<file path="config.mk">
export PLATFORM = sky130hd
export DESIGN_NAME = ikbd_serial
export DESIGN_NICKNAME = d
export VERILOG_FILES = /design/src/rtl/ikbd_serial.sv
export SDC_FILE = /design/constraint.sdc
export NUM_CORES = 1
export LEC_CHECK = 0
export CORE_MARGIN = 1
export CORE_UTILIZATION = 35
export CTS_CLUSTER_SIZE = 25
export DETAILED_ROUTE_END_ITERATION = 10
export GPL_ROUTABILITY_DRIVEN = 0
export PLACE_DENSITY = 0.58
export SETUP_SLACK_MARGIN = 0.2
export SLEW_MARGIN = 20
export SYNTH_ARGS = -nofsm -noshare
export SYNTH_HDL_FRONTEND = slang
export SYNTH_SLANG_ARGS = --single-unit
</file>
<file path="constraint.sdc">
create_clock -name clk -period 5.3 [get_ports clk]
set_input_delay 0.795 -clock clk [delete_from_list [all_inputs] [get_ports clk]]
set_output_delay 0.795 -clock clk [all_outputs]
set_load 0.005 [all_outputs]
</file>
<file path="src/rtl/ikbd_serial.sv">
// Keyboard-side endpoint of the IKBD serial link.
// Both directions use 8N1 framing, LSB first, with 16x oversampling.
// The transmit side drains a small byte FIFO fed by the report logic.
//
// RX FSM
//   state  | meaning
//   IDLE   | line high, waiting for a low sample on a tick
//   START  | counting to mid start bit to reject false starts
//   DATA   | sampling 8 data bits at mid-bit
//   STOP   | sampling the stop bit
//   WAITHI | bad stop bit seen, waiting for the line to return high
//
// TX FSM
//   state  | meaning
//   IDLE   | line high, pops the FIFO on a tick when it is non-empty
//   START  | driving the start bit
//   DATA   | driving 8 data bits, LSB first
//   STOP   | driving the stop bit
module ikbd_serial #(
  parameter int TICK_DIV = 256,
  parameter int FIFO_AW  = 3
) (
  input  logic               clk,
  input  logic               reset_n,
  input  logic               rx,
  output logic               tx,
  input  logic [7:0]         tx_data,
  input  logic               tx_wr,
  output logic               tx_full,
  output logic [FIFO_AW:0]   tx_level,
  output logic [7:0]         rx_data,
  output logic               rx_strobe,
  output logic               rx_frame_err,
  output logic               busy
);

  localparam int                 TW        = (TICK_DIV > 1) ? $clog2(TICK_DIV) : 1;
  localparam logic [TW-1:0]      TICK_LAST = TW'(TICK_DIV - 1);
  localparam int                 DEPTH     = 1 << FIFO_AW;
  localparam logic [FIFO_AW:0]   FULL_LVL  = (FIFO_AW + 1)'(DEPTH);

  typedef enum logic [2:0] {
    RX_IDLE, RX_START, RX_DATA, RX_STOP, RX_WAITHI
  } rx_state_e;

  typedef enum logic [1:0] {
    TX_IDLE, TX_START, TX_DATA, TX_STOP
  } tx_state_e;

  // ---------------------------------------------------------------- tick
  logic [TW-1:0] tick_cnt_q;
  logic          tick;

  assign tick = (tick_cnt_q == TICK_LAST);

  // Free-running 1/16 bit-time prescaler.
  always_ff @(posedge clk or negedge reset_n) begin
    if (!reset_n)  tick_cnt_q <= '0;
    else if (tick) tick_cnt_q <= '0;
    else           tick_cnt_q <= tick_cnt_q + 1'b1;
  end

  // ---------------------------------------------------- rx conditioning
  logic [1:0] sync_q;
  logic [3:0] filt_sh_q;
  logic       filt_q;

  // Synchronise rx, then only follow it after four equal samples in a row.
  always_ff @(posedge clk or negedge reset_n) begin
    if (!reset_n) begin
      sync_q    <= 2'b11;
      filt_sh_q <= 4'hF;
      filt_q    <= 1'b1;
    end else begin
      sync_q    <= {sync_q[0], rx};
      filt_sh_q <= {filt_sh_q[2:0], sync_q[1]};
      if (&filt_sh_q)       filt_q <= 1'b1;
      else if (~|filt_sh_q) filt_q <= 1'b0;
    end
  end

  // ------------------------------------------------------------ rx fsm
  rx_state_e  rx_state_q, rx_state_d;
  logic [3:0] rx_sub_q, rx_sub_d;
  logic [2:0] rx_bit_q, rx_bit_d;
  logic [7:0] rx_shift_q, rx_shift_d;
  logic [7:0] rx_data_q, rx_data_d;
  logic       rx_strobe_q, rx_strobe_d;
  logic       rx_err_q, rx_err_d;

  // RX state and datapath registers.
  always_ff @(posedge clk or negedge reset_n) begin
    if (!reset_n) begin
      rx_state_q  <= RX_IDLE;
      rx_sub_q    <= '0;
      rx_bit_q    <= '0;
      rx_shift_q  <= '0;
      rx_data_q   <= '0;
      rx_strobe_q <= 1'b0;
      rx_err_q    <= 1'b0;
    end else begin
      rx_state_q  <= rx_state_d;
      rx_sub_q    <= rx_sub_d;
      rx_bit_q    <= rx_bit_d;
      rx_shift_q  <= rx_shift_d;
      rx_data_q   <= rx_data_d;
      rx_strobe_q <= rx_strobe_d;
      rx_err_q    <= rx_err_d;
    end
  end

  // RX next state: every timing step happens on a tick.
  always_comb begin
    rx_state_d  = rx_state_q;
    rx_sub_d    = rx_sub_q;
    rx_bit_d    = rx_bit_q;
    rx_shift_d  = rx_shift_q;
    rx_data_d   = rx_data_q;
    rx_strobe_d = 1'b0;
    rx_err_d    = rx_err_q;
    case (rx_state_q)
      RX_IDLE: begin
        if (tick && !filt_q) begin
          rx_state_d = RX_START;
          rx_sub_d   = 4'd7;
        end
      end
      RX_START: begin
        if (tick) begin
          if (rx_sub_q == 4'd0) begin
            if (filt_q) begin
              rx_state_d = RX_IDLE;
            end else begin
              rx_state_d = RX_DATA;
              rx_sub_d   = 4'd15;
              rx_bit_d   = 3'd0;
            end
          end else begin
            rx_sub_d = rx_sub_q - 4'd1;
          end
        end
      end
      RX_DATA: begin
        if (tick) begin
          if (rx_sub_q == 4'd0) begin
            rx_shift_d = {filt_q, rx_shift_q[7:1]};
            rx_sub_d   = 4'd15;
            if (rx_bit_q == 3'd7) rx_state_d = RX_STOP;
            else                  rx_bit_d   = rx_bit_q + 3'd1;
          end else begin
            rx_sub_d = rx_sub_q - 4'd1;
          end
        end
      end
      RX_STOP: begin
        if (tick) begin
          if (rx_sub_q == 4'd0) begin
            if (filt_q) begin
              rx_data_d   = rx_shift_q;
              rx_strobe_d = 1'b1;
              rx_err_d    = 1'b0;
              rx_state_d  = RX_IDLE;
            end else begin
              rx_err_d   = 1'b1;
              rx_state_d = RX_WAITHI;
            end
          end else begin
            rx_sub_d = rx_sub_q - 4'd1;
          end
        end
      end
      RX_WAITHI: begin
        if (filt_q) rx_state_d = RX_IDLE;
      end
      default: rx_state_d = RX_IDLE;
    endcase
  end

  // RX outputs come straight from registers.
  always_comb begin
    rx_data      = rx_data_q;
    rx_strobe    = rx_strobe_q;
    rx_frame_err = rx_err_q;
  end

  // ----------------------------------------------------------- tx fifo
  logic [7:0]       fifo_mem_q [DEPTH];
  logic [FIFO_AW:0] wr_ptr_q, rd_ptr_q;
  logic             push;
  logic             tx_pop;
  logic             fifo_empty;

  assign tx_level   = wr_ptr_q - rd_ptr_q;
  assign tx_full    = (tx_level == FULL_LVL);
  assign fifo_empty = (tx_level == '0);
  // Full is judged on the registered level, so a write while full is dropped
  // even if the transmitter pops on the same clock.
  assign push       = tx_wr && !tx_full;

  // FIFO storage; flushing is done by resetting the pointers.
  always_ff @(posedge clk) begin
    if (push) fifo_mem_q[wr_ptr_q[FIFO_AW-1:0]] <= tx_data;
  end

  // FIFO pointers, wrapping naturally at 2^(FIFO_AW+1).
  always_ff @(posedge clk or negedge reset_n) begin
    if (!reset_n) begin
      wr_ptr_q <= '0;
      rd_ptr_q <= '0;
    end else begin
      if (push)   wr_ptr_q <= wr_ptr_q + 1'b1;
      if (tx_pop) rd_ptr_q <= rd_ptr_q + 1'b1;
    end
  end

  // ------------------------------------------------------------ tx fsm
  tx_state_e  tx_state_q, tx_state_d;
  logic [3:0] tx_sub_q, tx_sub_d;
  logic [2:0] tx_bit_q, tx_bit_d;
  logic [7:0] tx_shift_q, tx_shift_d;

  // TX state and datapath registers.
  always_ff @(posedge clk or negedge reset_n) begin
    if (!reset_n) begin
      tx_state_q <= TX_IDLE;
      tx_sub_q   <= '0;
      tx_bit_q   <= '0;
      tx_shift_q <= '0;
    end else begin
      tx_state_q <= tx_state_d;
      tx_sub_q   <= tx_sub_d;
      tx_bit_q   <= tx_bit_d;
      tx_shift_q <= tx_shift_d;
    end
  end

  // TX next state. STOP leaves one tick early: the IDLE tick that follows
  // still drives the line high, so the stop bit is a full 16 ticks on the
  // wire and back-to-back frames land exactly 160 ticks apart.
  always_comb begin
    tx_state_d = tx_state_q;
    tx_sub_d   = tx_sub_q;
    tx_bit_d   = tx_bit_q;
    tx_shift_d = tx_shift_q;
    case (tx_state_q)
      TX_IDLE: begin
        if (tx_pop) begin
          tx_shift_d = fifo_mem_q[rd_ptr_q[FIFO_AW-1:0]];
          tx_state_d = TX_START;
          tx_sub_d   = 4'd15;
        end
      end
      TX_START: begin
        if (tick) begin
          if (tx_sub_q == 4'd0) begin
            tx_state_d = TX_DATA;
            tx_sub_d   = 4'd15;
            tx_bit_d   = 3'd0;
          end else begin
            tx_sub_d = tx_sub_q - 4'd1;
          end
        end
      end
      TX_DATA: begin
        if (tick) begin
          if (tx_sub_q == 4'd0) begin
            tx_shift_d = {1'b0, tx_shift_q[7:1]};
            if (tx_bit_q == 3'd7) begin
              tx_state_d = TX_STOP;
              tx_sub_d   = 4'd14;
            end else begin
              tx_bit_d = tx_bit_q + 3'd1;
              tx_sub_d = 4'd15;
            end
          end else begin
            tx_sub_d = tx_sub_q - 4'd1;
          end
        end
      end
      TX_STOP: begin
        if (tick) begin
          if (tx_sub_q == 4'd0) tx_state_d = TX_IDLE;
          else                  tx_sub_d   = tx_sub_q - 4'd1;
        end
      end
      default: tx_state_d = TX_IDLE;
    endcase
  end

  // TX outputs: serial line level, FIFO pop and busy.
  always_comb begin
    tx     = 1'b1;
    tx_pop = 1'b0;
    case (tx_state_q)
      TX_IDLE:  tx_pop = tick && !fifo_empty;
      TX_START: tx     = 1'b0;
      TX_DATA:  tx     = tx_shift_q[0];
      TX_STOP:  tx     = 1'b1;
      default:  tx     = 1'b1;
    endcase
    busy = (tx_state_q != TX_IDLE) || !fifo_empty;
  end

endmodule

</file>
==> out/qor.yml <==
critical_path:
  cpMostUsedCell: "inv_1"
  path_cells: "ha_1 -> inv_1 -> fa_1 -> xor2_2 -> nor3_2 -> and4_1 -> inv_1 -> clkdlybuf4s50_1"
  path_class: "register to output port"
  path_max_fanout: 13
  max_stage_delay_ns: 0.77
  cpMaxStageDelayCell: "dfrtp_1"
  required_ns: 4.51
  critPathLaunchType: "register"
  endpoint_kind: "output port"
  critPathArrivalTime_ns: 3.30
clock_network:
  clock_path_buffers: 2
  cts-htree-levels: 4
  post_cts_buffers: 0
  cts-resized-gates: 0
  clock-sinks: 132
  cts_buffers: 17
  path_clk_slew_ns: 0.06
  clock-root-buffer: "clkbuf_16"
  clk_latency_ns: 0.42
  cts.hold.buffers_added: 0
  cts_tree: "done"
power:
  leakage_uw: 0.00270
  power_frac_comb_pct: 11.5
  p_sw_uw: 665
  power_uw: 2710
  internal-power_uw: 2050
  pwr-share-seq_pct: 45.4
  switching_share_pct: 24.5
  power.density_mw_per_mm2: 389
  ir_worst_vdd_v: 0.000239
  clockPowerShare_pct: 43.1
grt:
  grt_max_degree: 69
  grt_util_all_layers_pct: 13.7
  antenna_found_initial: 0
  grt_overflow: 0
  grt_pass1_wl_um: 18100
  grt_pass1_vias: 3532
place:
  place_inst: 647
  port_buffers: 28
  dpl.hpwl_um: 7210
cells_and_area:
  layout_common_cells: "edfxtp_1, dfrtp_1, nand2_1, clkdlybuf4s50_1, mux2_2"
  diodes: 0
  layout_commonest_cell: "edfxtp_1"
  fill_cells: 1450
  final_layout_size_suffix_gt1_share_pct: 22.5
  instances_no_fill: 679
  synthToLayoutAreaGrowth_pct: 19.2
  nNetsFinal: 479
yosys:
  synth_nets: 442
  yosysTopAreaCell: "edfxtp_1"
  postSynthAreaPerCell_um2: 14.2
  synth_cell_types: 56
  ys_async_sr_fraction_pct: 51.5
  ys.warnings.count: 0
  syn_area_mm2: 0.00585
  synth-seq-cells: 132
  synth_top_area_share_pct: 32.9
  ys_seq_area_share_pct: 62.1
  synth_edf_count: 64
  synthCells: 413
  synth_area_leaders: "edfxtp_1, dfrtp_1, mux4_2"
  synth_flop_cell: "edfxtp_1"
timing:
  fin_skew_ns: 0.00581
  slew_violations: 0
  hold_viol_final: 0
  fin_crit_sh_pct: 77.3
  setup_tns_ns: 0
  slew_headroom_pct: 42.3
  max_freq_mhz: 244
  tightest_slew_ns: 0.865
  setup_viol: 0
  rsz0062_at_grt: "no"
  period_minus_slack_ns: 4.10
route:
  first_pass_iters: 4
  vias: 3325
  ant_nets: 0
  vias_per_cell: 4.90
  drc: 0
  wire_per_inst_um: 15.5
  drt_iter0_markers: 230
  finalWirelength_um: 10600
min_path:
  hp-class: "register to register"
floorplan:
  initial_core_util_pct: 36.3
  die_w_um: 131
  rows: 46
  core_mm2: 0.0161
  pin_count: 29
  die_y_um: 131
  dieArea_mm2: 0.0172
run_status:
  outcome: "finished, final reports clean"
run:
  cap_violations: 0
==> cells in the mapped netlist, drive strengths merged, types with 6 or more instances <==
library cell	number
inv	21
nand3	12
o21ai	23
edfxtp	64
mux2	26
mux2i	11
clkbuf	6
buf	11
dfrtp	61
nor2	13
dfstp	7
nand2	31
a21oi	13
ha	16
mux4	16
xor2	8
xnor2	9
nor3	12
==> layout make-up <==
type / count / area, µm² / share of cell area, %
Tap cell: 216 / 270 / 3.88
Inverter: 21 / 78.8 / 1.13
Sequential cell: 132 / 3630 / 52.1
Clock buffer: 20 / 468 / 6.71
Clock inverter: 12 / 126 / 1.81
Multi-Input combinational cell: 243 / 2070 / 29.7
Timing Repair Buffer: 35 / 328 / 4.70
==> logic make-up (layout without fill, tap and decap cells) <==
group                    Yosys count  count (layout)  share of synthesized area (%)
flip-flops                       132             132                           62.1
AND/OR/NAND/NOR                  100             100                           9.76
AO/OA/AOI/OAI                     56              56                           5.86
multiplexers                      53              53                           13.1
buffers and inverters             38              88                           2.76
adder cells (fa/ha/maj)           17              17                           3.77
XOR/XNOR                          17              17                           2.68
==> power groups by stage <==
stage          Sequential, µW  Combinational [µW]  Clock (µW)
6_report                 1230                 313        1170
5_1_grt                  1240                 349        1230
4_1_cts                  1230                 316        1200
3_5_place_dp             1250                 315           0
3_3_place_gp             1250                 302           0
2_1_floorplan            1220                 204           0
==> worst paths after layout <==
check | start | slack [ns] | endpoint | depth (start not counted)
worst max register to register | rd_ptr_q[0]$_DFFE_PN0P_ | 1.83 | fifo_mem_q[6][2]$_DFFE_PP_ | 8
worst max-delay path | rd_ptr_q[0]$_DFFE_PN0P_ | 1.20 | busy | 8
worst min-delay path | sync_q[0]$_DFF_PN1_ | 0.35 | sync_q[1]$_DFF_PN1_ | 0
worst min register to register | sync_q[0]$_DFF_PN1_ | 0.35 | sync_q[1]$_DFF_PN1_ | 0
min in group asynchronous | reset_n | 0.57 | tx_sub_q[1]$_DFFE_PN0P_ | 2
max in group asynchronous | reset_n | 4.16 | rx_bit_q[1]$_DFFE_PN0P_ | 2
==> critical path, delay by kind of cell, from the launching register on <==
family / cells / cell delay (ns)
buf+inv: 3 / 0.59
flops: 1 / 0.77
fa+ha+maj: 2 / 0.71
xor+xnor: 1 / 0.20
simple gates: 2 / 0.62
==> layer usage <==
metal / routed length [µm] / track usage (%)
met5: 0 / 0
met1: 4720 / 16.5
met3: 323 / 3.97
met4: 222 / 6.20
met2: 5280 / 22.8
==> flip-flops by register name, summed over array words and instances, names as in the netlist <==
name,flops
tx_state_q,2
filt_q,1
tx_bit_q,3
rx_data,8
rx_bit_q,3
tx_sub_q,4
rx_state_q,3
rx_sub_q,4
sync_q,2
filt_sh_q,4
rx_strobe,1
tx_shift_q,8
rx_shift_q,8
rd_ptr_q,4
wr_ptr_q,4
rx_frame_err,1
fifo_mem_q,64
tick_cnt_q,8
==> stage by stage <==
| step | hold WS (ns) | setup WS, ns | area (µm²) | utilization, % |
|---|---|---|---|---|
| 6_report | 0.354 | 1.20 | 6970 | 43.3 |
| 5_1_grt | 0.357 | 0.996 | 6970 | 43.3 |
| 4_1_cts | 0.356 | 1.14 | 6960 | 43.2 |
| 3_5_place_dp | 0.347 | 1.37 | 6360 | 39.5 |
| 3_3_place_gp | 0.346 | 1.55 | 6360 | 39.5 |
| 2_1_floorplan | 0.345 | 1.96 | 5850 | - |
Note: power is estimated with default switching activity, not from simulation.
